## src/rtl/seven_segment_value_decoder.sv

```systemverilog
// seven_segment_value_decoder
// Accepts a 14-bit binary value and converts it to four BCD digits with a
// serial shift-and-add-3 engine. It saturates values above 9999. It drives
// the digit picked by a one-hot digit_select onto active-low segment lines.
// Optional feature: define SEVEN_SEG_LEADING_ZERO_BLANK_EN to blank leading
// zero digits. The ones digit always shows.
module seven_segment_value_decoder (
   input  logic        clk,
   input  logic        reset_n,
   input  logic [13:0] value,
   input  logic [3:0]  dp_sel,
   input  logic        value_valid,
   output logic        ready,
   input  logic [3:0]  digit_select,
   output logic [6:0]  seg_n,
   output logic        dp_n,
   output logic        over_range
);

   typedef enum logic [1:0] {S_IDLE, S_CONVERT, S_COMMIT} state_t;

   state_t      r_state, w_state_nxt;
   logic [13:0] r_bin;
   logic [15:0] r_bcd;
   logic [3:0]  r_cnt;
   logic        r_ovr;
   logic [3:0]  r_dp_cap;
   logic [15:0] r_disp;
   logic [3:0]  r_dp;

   logic        w_xfer;
   logic        w_commit;
   logic [15:0] w_bcd_adj;
   logic [15:0] w_disp_nxt;
   logic [3:0]  w_dp_nxt;
   logic [3:0]  w_digit;
   logic        w_dp_bit;
   logic        w_sel_ok;
   logic        w_blank;

   // Map a BCD digit to its active-low {g,f,e,d,c,b,a} pattern.
   function automatic logic [6:0] f_seg(input logic [3:0] d);
      case (d)
         4'd0:    f_seg = 7'b1000000;
         4'd1:    f_seg = 7'b1111001;
         4'd2:    f_seg = 7'b0100100;
         4'd3:    f_seg = 7'b0110000;
         4'd4:    f_seg = 7'b0011001;
         4'd5:    f_seg = 7'b0010010;
         4'd6:    f_seg = 7'b0000010;
         4'd7:    f_seg = 7'b1111000;
         4'd8:    f_seg = 7'b0000000;
         4'd9:    f_seg = 7'b0010000;
         default: f_seg = 7'b1111111;
      endcase
   endfunction

   // FSM state register.
   always_ff @(posedge clk) begin
      if (!reset_n) r_state <= S_IDLE;
      else          r_state <= w_state_nxt;
   end

   // FSM next state and ready. CONVERT holds for 14 shifts (r_cnt 0..13).
   always_comb begin
      w_state_nxt = r_state;
      ready       = 1'b0;
      case (r_state)
         S_IDLE: begin
            ready = 1'b1;
            if (value_valid) w_state_nxt = S_CONVERT;
         end
         S_CONVERT: if (r_cnt == 4'd13) w_state_nxt = S_COMMIT;
         S_COMMIT:  w_state_nxt = S_IDLE;
         default:   w_state_nxt = S_IDLE;
      endcase
   end

   assign w_xfer   = value_valid & ready;
   assign w_commit = (r_state == S_COMMIT);

   // Add-3 correction on every BCD nibble that is 5 or more, before the shift.
   always_comb begin
      w_bcd_adj = r_bcd;
      for (int i = 0; i < 4; i++)
         if (r_bcd[4*i +: 4] >= 4'd5) w_bcd_adj[4*i +: 4] = r_bcd[4*i +: 4] + 4'd3;
   end

   // Conversion datapath: capture on transfer, then shift one bit per cycle.
   always_ff @(posedge clk) begin
      if (!reset_n) begin
         r_bin    <= '0;
         r_bcd    <= '0;
         r_cnt    <= '0;
         r_ovr    <= 1'b0;
         r_dp_cap <= '0;
      end else if (w_xfer) begin
         r_bin    <= value;
         r_bcd    <= '0;
         r_cnt    <= '0;
         r_ovr    <= (value > 14'd9999);
         r_dp_cap <= dp_sel;
      end else if (r_state == S_CONVERT) begin
         r_bcd <= (w_bcd_adj << 1) | {15'd0, r_bin[13]};
         r_bin <= r_bin << 1;
         r_cnt <= r_cnt + 4'd1;
      end
   end

   // Next display contents. Only COMMIT changes them; the >9999 case saturates.
   assign w_disp_nxt = w_commit ? (r_ovr ? 16'h9999 : r_bcd) : r_disp;
   assign w_dp_nxt   = w_commit ? r_dp_cap : r_dp;

   // Display register and over_range update together at commit.
   always_ff @(posedge clk) begin
      if (!reset_n) begin
         r_disp     <= '0;
         r_dp       <= '0;
         over_range <= 1'b0;
      end else if (w_commit) begin
         r_disp     <= w_disp_nxt;
         r_dp       <= w_dp_nxt;
         over_range <= r_ovr;
      end
   end

   // Digit mux. It reads the next display value, so a digit_select change
   // that lands on the commit edge already shows the new value.
   always_comb begin
      w_digit  = 4'd0;
      w_dp_bit = 1'b0;
      w_sel_ok = 1'b1;
      case (digit_select)
         4'b1000: begin w_digit = w_disp_nxt[15:12]; w_dp_bit = w_dp_nxt[3]; end
         4'b0100: begin w_digit = w_disp_nxt[11:8];  w_dp_bit = w_dp_nxt[2]; end
         4'b0010: begin w_digit = w_disp_nxt[7:4];   w_dp_bit = w_dp_nxt[1]; end
         4'b0001: begin w_digit = w_disp_nxt[3:0];   w_dp_bit = w_dp_nxt[0]; end
         default: w_sel_ok = 1'b0;
      endcase
   end

   // Leading-zero blanking: a digit is blank when it and every higher digit are 0.
   always_comb begin
      w_blank = 1'b0;
`ifdef SEVEN_SEG_LEADING_ZERO_BLANK_EN
      case (digit_select)
         4'b1000: w_blank = (w_disp_nxt[15:12] == 4'd0);
         4'b0100: w_blank = (w_disp_nxt[15:8]  == 8'd0);
         4'b0010: w_blank = (w_disp_nxt[15:4]  == 12'd0);
         default: w_blank = 1'b0;
      endcase
`endif
   end

   // Registered cathode drive. Blanking does not touch dp_n.
   always_ff @(posedge clk) begin
      if (!reset_n) begin
         seg_n <= 7'b1111111;
         dp_n  <= 1'b1;
      end else begin
         seg_n <= (!w_sel_ok || w_blank) ? 7'b1111111 : f_seg(w_digit);
         dp_n  <= ~(w_sel_ok & w_dp_bit);
      end
   end

endmodule
```

## config.mk

```make
export PLATFORM = sky130hd
export DESIGN_NAME = seven_segment_value_decoder
export DESIGN_NICKNAME = d
export VERILOG_FILES = /design/src/rtl/seven_segment_value_decoder.sv
export SDC_FILE = /design/constraint.sdc
export NUM_CORES = 1
export LEC_CHECK = 0
export ABC_AREA = 1
export CORE_UTILIZATION = 35
export CTS_BUF_LIST = sky130_fd_sc_hd__clkbuf_4 sky130_fd_sc_hd__clkbuf_8 sky130_fd_sc_hd__clkbuf_16
export CTS_CLUSTER_SIZE = 16
export DETAILED_ROUTE_END_ITERATION = 10
export DONT_BUFFER_PORTS = 1
export SLEW_MARGIN = 20
export SYNTH_ARGS = -nofsm -noshare
export SYNTH_HDL_FRONTEND = slang
export SYNTH_SLANG_ARGS = --single-unit
```

## constraint.sdc

```tcl
create_clock -name clk -period 3.5 [get_ports clk]
set_input_delay 0.35 -clock clk [delete_from_list [all_inputs] [get_ports clk]]
set_output_delay 0.35 -clock clk [all_outputs]
set_load 0.05 [all_outputs]
```

=== After elaboration in Yosys (flattened, before gate mapping) ===
Memories as Yosys holds them, arrays and structs flattened. A register that Yosys moved wholly into a read port is not among the register bits.
Index checks and enable logic that the tools add are counted.

* Bits in read-only memories: 112
* Memories: 1
* Register bits after elaboration: 63
* Output and inout bits: 10
* Input port bits: 25
* Word-level logic and storage cells: 58

* Reductions and logical operators: 7
* Multiplexer cells: 16
* Order comparisons: 5
* Add/sub/neg operators: 5
* Eq/ne operators: 9
* Bitwise logic cells: 5

{| class="wikitable"
|+ Memory list
! name !! words !! bits a word !! rd ports !! clocked after Yosys merged registers in !! write ports !! line !! RTL
|-
| (no name shown) || 16 || 7 || 1 || 1 || 0 || 43 || <nowiki>case (d)</nowiki>
|}

{| class="wikitable"
|+ Operators by type and width
! operator !! count
|-
| $mux 16 || 2
|-
| $mux 14 || 2
|-
| $ge 4x3->1 const B || 4
|-
| $mux 4 || 4
|-
| $or 16x1->16 || 1
|-
| $pmux 4 s4 || 1
|-
| $gt 14x14->1 const B || 1
|-
| $add 4x2->4 const B || 3
|-
| $eq 4x4->1 const B || 2
|-
| $add 4x1->4 const B || 1
|-
| $eq 4x1->1 const B || 1
|-
| $eq 4x2->1 const B || 1
|-
| $eq 4x3->1 const B || 1
|-
| $mux 2 || 2
|-
| $ne 2x2->1 const B || 2
|-
| $pmux 1 s4 || 1
|-
| $pmux 2 s2 || 1
|-
| $reduce_and 2->1 || 2
|-
| $reduce_or 4->1 || 1
|-
| $add 3x2->3 const B || 1
|-
| $mux 3 || 1
|-
| $and 1x1->1 || 2
|-
| $eq 2x1->1 const B || 1
|-
| $eq 2x2->1 const B || 1
|-
| other kinds (6) || 8
|}

=== Depth between registers and ports, before layout ===
* Depth after elaboration: 5
* Depth in mapped cells: 15

=== Least setup slack after synthesis ===
OpenSTA, ideal clock, no wires.

* Path kind: flip-flop to flip-flop
* From: register r_state[1]
* To: register seg_n[3]
* Library setup time: 0.121 ns
* Cell stages (with the launch flop): 15
* Arrival time: 1.572 ns
* Period minus slack after synthesis: 1.693 ns
* Required time: 3.379 ns
* Setup slack: 1.807 ns
* Path through: dfxtp_1 > inv_2 > nor2_4 > buf_6 > nand2_1 > nand3_1 > nand2_1 > inv_1 > nand2_1 > inv_1 > ha_1 > inv_1 > nand2_1 > nand3_1 > nand2_1

* Cells in the longest elaborated chain, start to end: 3

{| class="wikitable"
|+ Ends and longest elaborated chain
! what !! line !! RTL
|-
| from (decl) || 22 || <nowiki>state_t r_state, w_state_nxt;</nowiki>
|-
| from (signal assigned) || 61 || <nowiki>else r_state <= w_state_nxt;</nowiki>
|-
| $eq 2x2->1 || 80 || <nowiki>assign w_commit = (r_state == S_COMMIT);</nowiki>
|-
| $mux 16 || 111 || <nowiki>assign w_disp_nxt = w_commit ? (r_ovr ? 16'h9999 : r_bcd) : r_disp;</nowiki>
|-
| $pmux 4 s4 || 133 || <nowiki>case (digit_select)</nowiki>
|-
| to (decl) || 15 || <nowiki>output logic [6:0] seg_n,</nowiki>
|}

Every way passes these cells.
A chain may end at the register's enable or synchronous reset.

=== Worst setup path after layout ===
* From: register r_state[0]
* To: register seg_n[3]

Same word-level chain as after synthesis.

==> impl_summary.md <==
Yosys
The top cell type by area accounts for ~40% of the synthesized area. Counting flops and latches in the post-synthesis netlist gives 70. In this run, synthesis inferred 0 flip-flops with an integrated enable. For this run, asynchronously set or reset flops after synthesis account for 0%.

Yosys printed 0 warnings. The number of nets handed over by synthesis was between 500 and 600. The cell area that synthesis handed to floorplanning was between 0.003 and 0.004 mm². The sequential share of the synthesized area is between 40% and 50%. The largest total area in the synthesized netlist belongs to sky130_fd_sc_hd__dfxtp_1. After synthesis, the mean cell area works out to 7.00 µm². For this run, the leading register cell type out of synthesis is sky130_fd_sc_hd__dfxtp_1. The post-synthesis instance total is a little under 500. The unique cell type count in the Yosys netlist is 32. By area the synthesized netlist is led by sky130_fd_sc_hd__dfxtp_1, sky130_fd_sc_hd__nand2_1, sky130_fd_sc_hd__inv_1.

Route
After detailed routing, the number of remaining DRC violations is 0. In the routed layout, each cell is associated on average with a via count of 4.75. The count of nets left with antenna violations once routing finished came out at 0. Summed over all layers, the routed wires come to roughly 7300 µm. The average wire per standard cell is approximately 12 µm. The length of the first detailed-routing pass in iterations is 4. After the first detailed-routing iteration, the DRC count stood at 130. The total via count in the routed design is just under 3,000.

STA
Setup repair after global routing left no endpoint under its margin. The transition at the pin with the smallest max-transition slack is around 0.70 ns. The worst-case hold slack is around 0.077 ns. Setup violations remaining at the end of the flow were counted as 0. The final critical-path required period is 2.03 ns. The number of max-slew violations in the final report came to 0. The hold violation count in the final report is 0. The worst clock skew on the final layout is 0.0134 ns. The worst relative slew slack is between 50% and 60%.

The final critical-path share of the clock period is 58.1%. The peak clock frequency supported by timing is 492 MHz. The post-route setup TNS is 0 ns.

Critical path
The capturing element type of the critical path is a flop. Measured in cells, the most critical reg-to-reg path has a length of 13. The critical register-to-register path endpoint is seg_n[3]. The launch instance of the worst register-to-register path is r_state[0]. Of all nets on the critical path, the largest fanout is 22.

The critical path is of the flop to flop type. Data arrives at the worst endpoint at 2.26 ns. The reg2reg setup slack is 1.47 ns.

The kind of launch point of the worst setup path is a flop. For the worst setup path, the data required time is around 3.7 ns.

Layout
The number of fill cells in the layout is around 1,000. The post-route cell area is ~0.0038 mm². The signed area change from the synthesized netlist to the final layout is 8.36%.

The count of placed standard cells in the final layout, fillers left out is 628. The net count of the finished layout is approximately 530. The number of antenna diodes in the final layout is 0. The fraction of layout cells with a size suffix above 1 is 9.02%.

Die
In this run the vertical extent of the chip is approximately 100 µm. For this configuration, the core starts out at a cell density of between 30% and 40%. The die is 102 µm wide.

The floorplan step defined a die boundary enclosing 0.0103 mm². The number of core rows is 35. 35 I/O pins were placed.

The placeable core area is between 0.009 and 0.01 mm².

GRT
In the global route stage, overall resource usage came out at roughly 15%. After global routing the overflow that remains totals 0. The maximum number of pins on one net before global-route repair is 35.

The number of antenna violations at the first check in global routing is 0. The first-pass GRT wire length is around 12,000 µm. The via count of the first global-routing pass was between 2,000 and 3,000.

Worst hold path
The startpoint of the lowest-slack hold path is reset_n. The end point of the worst hold path is dp_n. Counting instances, the worst hold path has a depth of 1.

The type of the worst min-delay path is input pin to flop.

Clock network
The number of setup buffers added after CTS is 0. The clock-pin slew on the worst setup and hold paths is 0.09 ns. The total number of clock tree sinks is 70. The number of gates resized after CTS was 0. The number of hold buffers added after cts is 0.

The root buffer cell is sky130_fd_sc_hd__clkbuf_8. The clock tree from TritonCTS is yes. Clock latency on the worst-skew pair, taken at its later pin, is around 0.34 ns. The level count of the clock H-tree is 3.

The number of clock buffers added by TritonCTS is 9. The clock passes through at most 2 buffers.

Placement
Summed over all nets, the half-perimeter wirelength after detailed placement is 5220 µm. Including well taps, the total number of placed cells is slightly above 600. The number of buffer cells added on primary ports is 0.

The placement-stage cell area is between 0.003 and 0.004 mm². At the end of routability-driven placement, the weighted congestion stood at just over 0.8.

Pwr
The total power is 1.56 mW. The largest vdd supply drop is 0.207 mV. The total power density per cell area is roughly 410 mW/mm². The leakage power is 1.62 nW.

Run status
The run finished with clean final reports.

Flow run
The max-capacitance violation count is 0.
## power by group
group	switching (mW)	internal (mW)
Combinational	0.0739	0.0333
Clock	0.323	0.278
Sequential	0.0302	0.819
Total	0.427	1.13
## worst max path at each step
stage,startpoint,to,slack (ns),cells past startpoint
final,r_state[0],seg_n[3],1.47,13
after global routing,r_state[0],seg_n[4],1.22,14
after CTS,r_state[0],seg_n[3],1.46,13
after detailed placement,r_state[0],seg_n[3],1.48,13
after global placement,r_state[1],seg_n[3],1.50,12
after floorplan,r_state[1],seg_n[3],1.81,14
## synth_stat cells (2+ instances only)
library cell / number
sky130_fd_sc_hd__inv_2: 6
sky130_fd_sc_hd__dfxtp_1: 70
sky130_fd_sc_hd__buf_2: 6
sky130_fd_sc_hd__nor3_1: 3
sky130_fd_sc_hd__o21ai_1: 3
sky130_fd_sc_hd__ha_1: 15
sky130_fd_sc_hd__o21ai_0: 25
sky130_fd_sc_hd__nand3_2: 2
sky130_fd_sc_hd__nor2_1: 39
sky130_fd_sc_hd__nand3_1: 43
sky130_fd_sc_hd__nand2_2: 8
sky130_fd_sc_hd__nand2_1: 140
sky130_fd_sc_hd__a31oi_1: 11
sky130_fd_sc_hd__clkbuf_1: 8
sky130_fd_sc_hd__xor2_1: 7
sky130_fd_sc_hd__buf_6: 2
sky130_fd_sc_hd__or2_2: 3
sky130_fd_sc_hd__inv_1: 64
sky130_fd_sc_hd__nor2_4: 3
sky130_fd_sc_hd__a21oi_1: 21
sky130_fd_sc_hd__o22ai_1: 3
sky130_fd_sc_hd__a22o_1: 4
## sequential cells by signal (all words and copies together), names as in the netlist
| register | cells |
|---|---|
| r_dp_cap | 4 |
| r_ovr | 1 |
| r_state | 2 |
| seg_n | 7 |
| r_bin | 14 |
| over_range | 1 |
| r_cnt | 4 |
| dp_n | 1 |
| r_dp | 4 |
| r_disp | 16 |
| r_bcd | 16 |
## cell type report
cell class / count / area (µm²) / share of cell area, %
Inverter: 71 / 267 / 7.09
Clock inverter: 6 / 46.3 / 1.23
Timing Repair Buffer: 4 / 30.0 / 0.798
Clock buffer: 10 / 138 / 3.66
Multi-Input combinational cell: 338 / 1720 / 45.7
Sequential cell: 70 / 1400 / 37.3
Tap cell: 129 / 161 / 4.29
## worst max-delay path, cell delays in order (launching register included)
cell and delay, ns:
sky130_fd_sc_hd__dfxtp_1 0.44, sky130_fd_sc_hd__inv_2 0.07, sky130_fd_sc_hd__nand2_2 0.34, sky130_fd_sc_hd__nand2_1 0.13
sky130_fd_sc_hd__nand3_1 0.11, sky130_fd_sc_hd__nand2_1 0.06, sky130_fd_sc_hd__inv_1 0.05, sky130_fd_sc_hd__nand2_1 0.10
sky130_fd_sc_hd__inv_1 0.12, sky130_fd_sc_hd__ha_1 0.24, sky130_fd_sc_hd__inv_1 0.05, sky130_fd_sc_hd__nand2_1 0.06
sky130_fd_sc_hd__nand3_1 0.08, sky130_fd_sc_hd__nand2_1 0.05
## cells by family after synthesis
| logic type | synth area share (%) |
|---|---|
| AOI/OAI and AO/OA | 11.8 |
| xor gates and xnor gates | 1.77 |
| adders and majority gates | 5.41 |
| buffers and inverters | 10.3 |
| DFF | 40.4 |
| muxes | 0.288 |
| and+or+nand+nor | 30.1 |
## placed cells by master, fill, tap and decap left out, types with 6 or more instances in the layout
| cell | n |
|---|---|
| sky130_fd_sc_hd__a31oi_1 | 11 |
| sky130_fd_sc_hd__inv_2 | 6 |
| sky130_fd_sc_hd__inv_1 | 64 |
| sky130_fd_sc_hd__a21oi_1 | 21 |
| sky130_fd_sc_hd__ha_1 | 15 |
| sky130_fd_sc_hd__nand2_2 | 8 |
| sky130_fd_sc_hd__o21ai_0 | 25 |
| sky130_fd_sc_hd__nand3_1 | 43 |
| sky130_fd_sc_hd__nor2_1 | 37 |
| sky130_fd_sc_hd__xor2_1 | 7 |
| sky130_fd_sc_hd__dfxtp_1 | 70 |
| sky130_fd_sc_hd__nand2_1 | 140 |
| sky130_fd_sc_hd__clkbuf_8 | 10 |
## routing by layer
| metal | vias up | wire [µm] | track usage, % |
|---|---|---|---|
| met4 | 0 | 62 | 4.35 |
| li1 | 1563 | - | - |
| met1 | 1362 | 3560 | 19.2 |
| met3 | 8 | 262 | 3.52 |
| met2 | 49 | 3400 | 25.0 |
| met5 | - | 0 | 0 |
## per-stage QoR
step,worst slack (ns),utilization (%)
floorplan,1.81,-
global placement,1.50,38.0
detailed placement,1.48,38.0
CTS,1.46,39.9
global route,1.22,39.9
finish,1.47,39.9
(Power assumes the default switching activity.)
